[config.mk]
export PLATFORM = sky130hd
export DESIGN_NAME = par2ser
export DESIGN_NICKNAME = d
export VERILOG_FILES = /design/src/rtl/par2ser.sv
export SDC_FILE = /design/constraint.sdc
export NUM_CORES = 1
export LEC_CHECK = 0
export ABC_CLOCK_PERIOD_IN_PS = 1300
export BUFFER_PORTS_ARGS = -buffer_cell sky130_fd_sc_hd__buf_2
export CAP_MARGIN = 20
export CORE_UTILIZATION = 48
export CTS_CLUSTER_SIZE = 20
export DETAILED_ROUTE_END_ITERATION = 6
export GPL_TIMING_DRIVEN = 1
export PLACE_DENSITY = 0.78
export SKIP_LAST_GASP = 1
export SLEW_MARGIN = 5
export SYNTH_ARGS = -nofsm -noshare
export SYNTH_HDL_FRONTEND = slang
export SYNTH_SLANG_ARGS = --single-unit
[constraint.sdc]
create_clock -name clk -period 1.3 [get_ports clk]
set_input_delay 0.39 -clock clk [delete_from_list [all_inputs] [get_ports clk]]
set_output_delay 0.39 -clock clk [all_outputs]
set_load 0.01 [all_outputs]
[src/rtl/par2ser.sv]
// Byte-to-serial converter: one holding register feeding an 8-bit shifter.
// Define PAR2SER_PARITY_EN to append an even-parity bit to every frame.
module par2ser #(
  parameter bit MSB_FIRST = 1'b1
) (
  input  logic       clk,
  input  logic       rst_n,
  input  logic [7:0] din,
  input  logic       vldin,
  output logic       rdy,
  output logic       dout,
  output logic       vldout,
  output logic       sof
);

`ifdef PAR2SER_PARITY_EN
  localparam int FLEN = 9;
`else
  localparam int FLEN = 8;
`endif
  localparam logic [3:0] LAST = 4'(FLEN - 1);

  typedef enum logic {IDLE, SHIFT} state_t;

  state_t     state, state_d;
  logic [7:0] hold, hold_d, shifter, shifter_d;
  logic       hold_full, hold_full_d;
  logic [3:0] cnt, cnt_d;
  logic       dout_d, vldout_d, sof_d, rdy_d;
`ifdef PAR2SER_PARITY_EN
  logic       par, par_d;
`endif

  logic       accept, last, xfer;
  logic       first_bit, next_bit;
  logic [7:0] load_shift, step_shift;

  // Bit order only changes which end of the shifter drains.
  always_comb begin
    if (MSB_FIRST) begin
      first_bit  = hold[7];
      load_shift = {hold[6:0], 1'b0};
      next_bit   = shifter[7];
      step_shift = {shifter[6:0], 1'b0};
    end else begin
      first_bit  = hold[0];
      load_shift = {1'b0, hold[7:1]};
      next_bit   = shifter[0];
      step_shift = {1'b0, shifter[7:1]};
    end
  end

  assign accept = vldin && rdy;
  assign last   = (state == SHIFT) && (cnt == LAST);
  assign xfer   = hold_full && ((state == IDLE) || last);

  always_comb begin
    state_d     = state;
    hold_d      = hold;
    hold_full_d = hold_full;
    shifter_d   = shifter;
    cnt_d       = cnt;
    dout_d      = dout;
    vldout_d    = vldout;
    sof_d       = 1'b0;
`ifdef PAR2SER_PARITY_EN
    par_d       = par;
`endif

    // rdy is low whenever hold is full, so accept and xfer never coincide.
    if (accept) begin
      hold_d      = din;
      hold_full_d = 1'b1;
    end

    if (xfer) begin
      hold_full_d = 1'b0;
      state_d     = SHIFT;
      shifter_d   = load_shift;
      cnt_d       = 4'd0;
      dout_d      = first_bit;
      vldout_d    = 1'b1;
      sof_d       = 1'b1;
`ifdef PAR2SER_PARITY_EN
      par_d       = ^hold;
`endif
    end else begin
      case (state)
        IDLE: begin
          dout_d   = 1'b0;
          vldout_d = 1'b0;
        end
        SHIFT: begin
          if (last) begin
            state_d  = IDLE;
            cnt_d    = 4'd0;
            dout_d   = 1'b0;
            vldout_d = 1'b0;
          end else begin
            cnt_d     = cnt + 4'd1;
            shifter_d = step_shift;
            vldout_d  = 1'b1;
`ifdef PAR2SER_PARITY_EN
            dout_d    = (cnt == 4'd7) ? par : next_bit;
`else
            dout_d    = next_bit;
`endif
          end
        end
        default: state_d = IDLE;
      endcase
    end

    rdy_d = ~hold_full_d;
  end

  always_ff @(posedge clk) begin
    if (!rst_n) begin
      state     <= IDLE;
      hold      <= 8'd0;
      hold_full <= 1'b0;
      shifter   <= 8'd0;
      cnt       <= 4'd0;
      dout      <= 1'b0;
      vldout    <= 1'b0;
      sof       <= 1'b0;
      rdy       <= 1'b1;
`ifdef PAR2SER_PARITY_EN
      par       <= 1'b0;
`endif
    end else begin
      state     <= state_d;
      hold      <= hold_d;
      hold_full <= hold_full_d;
      shifter   <= shifter_d;
      cnt       <= cnt_d;
      dout      <= dout_d;
      vldout    <= vldout_d;
      sof       <= sof_d;
      rdy       <= rdy_d;
`ifdef PAR2SER_PARITY_EN
      par       <= par_d;
`endif
    end
  end

endmodule
==> results.tsv <==
stage	metric	value	unit
detailed_routing	DRC Markers	0	
synth	main combinational cell family by area after synthesis	simple AND/OR/NAND/NOR gates	
synth	count of warnings emitted by yosys	0	
sta	setup_tns	0	ps
sta	Slew Limit Fails	0	
synth	simple-gate share of the synthesized area	20.00	%
final_layout	Non-Filler Instances	151	
setup_path	critical path arrival	1470	ps
outcome	status	complete, no violations	
synth	Syn Area/Cell	9.779	um^2
placed_design	pre-CTS WS	23.23	ps
synth	Seq/Total Area, Yosys	47.70	%
final_layout	Area growth, synth to finish	20.25	%
sta	final worst slack	46.76	ps
clocking	Root Buffer	clkbuf_4	
sta	Worst Max-Slew Pin Slew	276.0	ps
final_layout	ANT cells	0	
global_routing	vias in the first global route	742	
synth	Synth Area in Adders	1.242	%
floorplanning	Die Y	47.81	um
clocking	H-tree levels	1	
synth	Compound-Gate Fraction of Synth Area	17.76	%
min_path	HP Class	primary input to register	
synth	Yosys cell types	29	
synth	synthesis-stage register bit count	24	
final_layout	multi-input logic area	484.2	um^2
clocking	Worst-Skew Late Latency	320	ps
clocking	hold_buf cts	0	
detailed_routing	wire per inst	13.21	um
synth	dominant cell type by area after synthesis	dfxtp_1	
clocking	Sink Count	24	
setup_path	Max FO, Critical Path	11	
placed_design	Final GP Congestion	0.7559	
global_routing	largest net degree at the start of global routing	15	
detailed_routing	antenna-violating nets left	0	
final_layout	share of cells above drive strength 1	33.06	%
final_layout	register area	484.2	um^2
floorplanning	Starting Density	51.34	%
setup_path	CP required	1520	ps
floorplanning	die area	2285	um^2
sta	Final Hold Vio Count	0	
synth	synthesized instance count	103	
floorplanning	row count	16	
synth	mux share of post-synthesis cell area	7.950	%
detailed_routing	via/cell ratio	5.364	
setup_path	crit-path max cell delay	380	ps
run	MaxCap Viol Count	0	
global_routing	initial antenna violation count	0	
global_routing	first-pass GRT wire length	3146	um
clocking	Clock transition at path regs	130	ps
setup_path	Cell Chain, Critical Path	ha_2, nand3b_4, and2_4, a31o_2	
clocking	Num CTS Buffers	3	
final_layout	Finished Cell Area	1211	um^2
synth	Mapped Nets	115	
setup_path	worst reg2reg setup slack	50	ps
placed_design	placed insts	146	
final_layout	nets	137	
pwr	PwrDens	1241	nW/um^2
pwr	Peak VDD IR	0.0009716	V
clocking	clk buf depth	2	
setup_path	Setup crit start kind	register	
pwr	leakage power	0.5213	nW
synth	Synth Cell Area	1007	um^2
sta	clock skew	8.953	ps
setup_path	critical path class	register to register	
detailed_routing	via count	810	
sta	Peak Freq	797.9	MHz
synth	synth top area cells	dfxtp_1 48%, mux2i_1 8.0%, o31ai_2 7.5%	
setup_path	critical path endpoint category	register	
detailed_routing	1st-iter DRT viols	11	
sta	Setup-failing EPs final	0	
placed_design	IO Port Bufs	14	
placed_design	post-detail-place hpwl	1515	um
clocking	CTS tree	done	
floorplanning	Die Wd	47.81	um
sta	minimum clock period	1253	ps
detailed_routing	final WL	1995	um
setup_path	slowest library cell on the worst path	dfxtp_1	
sta	Rel. slew slack	81.60	%
floorplanning	I/O pins	15	
floorplanning	Core ar.	1962	um^2
synth	Synth Area in XOR/XNOR	0.8696	%
sta	final period utilization	96.40	%
placed_design	post-placement cell area	1145	um^2
synth	area share of the largest cell type after synthesis	47.70	%
global_routing	GRT Overall Usage	20.12	%
detailed_routing	iteration count of the initial detailed-routing pass	4	
global_routing	Congestion Overflow GR	0	
sta	RSZ-0062 raised after global routing	true	
final_layout	Filler Cell Count	190	
==> final timing paths <==
| kind | from | end | cells after the start |
|---|---|---|---|
| worst min register to register | hold[4] | hold[4] | 2 |
| worst max register to register | cnt[1] | hold_full | 4 |
| worst max-delay path | cnt[1] | hold_full | 4 |
| worst min-delay path | din[6] | hold[6] | 3 |
==> Yosys cell counts <==
cell type   n
nand2b_1    1
a221oi_2    1
a31oi_1     1
and2_4      1
or3_1       1
clkbuf_1    4
nand4_1     8
nor2_1      1
and2_1      1
a221oi_1    1
a21oi_1     9
nand2_1    19
nor3_1      2
o21a_1      1
nand3b_4    1
ha_1        1
a31o_2      1
inv_1       1
and3_1      1
a211oi_1    1
o21ai_0     1
mux2i_1     8
buf_2       3
o31ai_2     6
nand3_1     1
nor3b_1     1
buf_6       1
dfxtp_1    24
xor2_1      1
==> metal layers <==
layer / wire length (um) / vias to the layer above / track usage [%] / part of all wire, %
met4: 18 / 0 / 5.000 / 0.90
met1: 890 / 375 / 24.26 / 45
met2: 1026 / 18 / 35.95 / 51
met5: 0 / - / 0 / 0
met3: 59 / 2 / 4.528 / 3.0
li1: - / 415 / - / -
==> critical path, delay by kind of cell (launching register included) <==
family / cells / cell delay, ps
compound gates: 1 / 250
fa+ha+maj: 1 / 240
flops: 1 / 380
simple gates: 2 / 300
==> registers in the layout, indices dropped and copies added, names as in the netlist <==
signal,flops
cnt,4
dout,1
hold,8
hold_full,1
rdy,1
shifter,7
sof,1
vldout,1
==> power by group <==
part	switching (mW)	total (mW)	internal, mW
clock	0.223	0.535	0.312
sequential	0.0201	0.789	0.769
combinational	0.0993	0.180	0.0805
total	0.342	1.50	1.16
==> layout by cell type, fill, tap and decap left out, types with 2 or more instances in the layout <==
cell	instances
nor3_1	2
dfxtp_1	23
buf_2	14
o31ai_2	6
clkbuf_4	3
a21oi_1	9
nand2_1	19
buf_4	11
nand4_1	8
mux2i_1	8
==> stage by stage <==
step	total power, mW	util (%)	hold WS [ps]
after floorplan	0.9155	-	436.0
after global placement	0.9725	58.35	447.4
after detailed placement	0.9821	58.35	446.4
after CTS	1.514	61.22	287.2
after global routing	1.567	61.73	284.3
final	1.503	61.73	290.6
==> final cells by class <==
| class | instances | share of cell area, % |
|---|---|---|
| Sequential cell | 24 | 39.98 |
| Timing Repair Buffer | 25 | 12.60 |
| Tap cell | 27 | 2.789 |
| Inverter | 1 | 0.3099 |
| Multi-Input combinational cell | 70 | 39.98 |
| Clock inverter | 1 | 2.479 |
| Clock buffer | 3 | 1.860 |
==> cell families after synthesis <==
| group | after synthesis |
|---|---|
| and+or+nand+nor | 38 |
| adders and majority gates | 1 |
| buffers and inverters | 9 |
| muxes | 8 |
| AOI/OAI and AO/OA | 22 |
| xor gates and xnor gates | 1 |
| DFF | 24 |
==> what timing repair did <==
action	4_1_cts	5_1_grt
gates resized for setup	2	1
gates cloned	0	0
setup endpoints to repair	1	9
setup buffers	1	1
(Power assumes the default switching activity.)
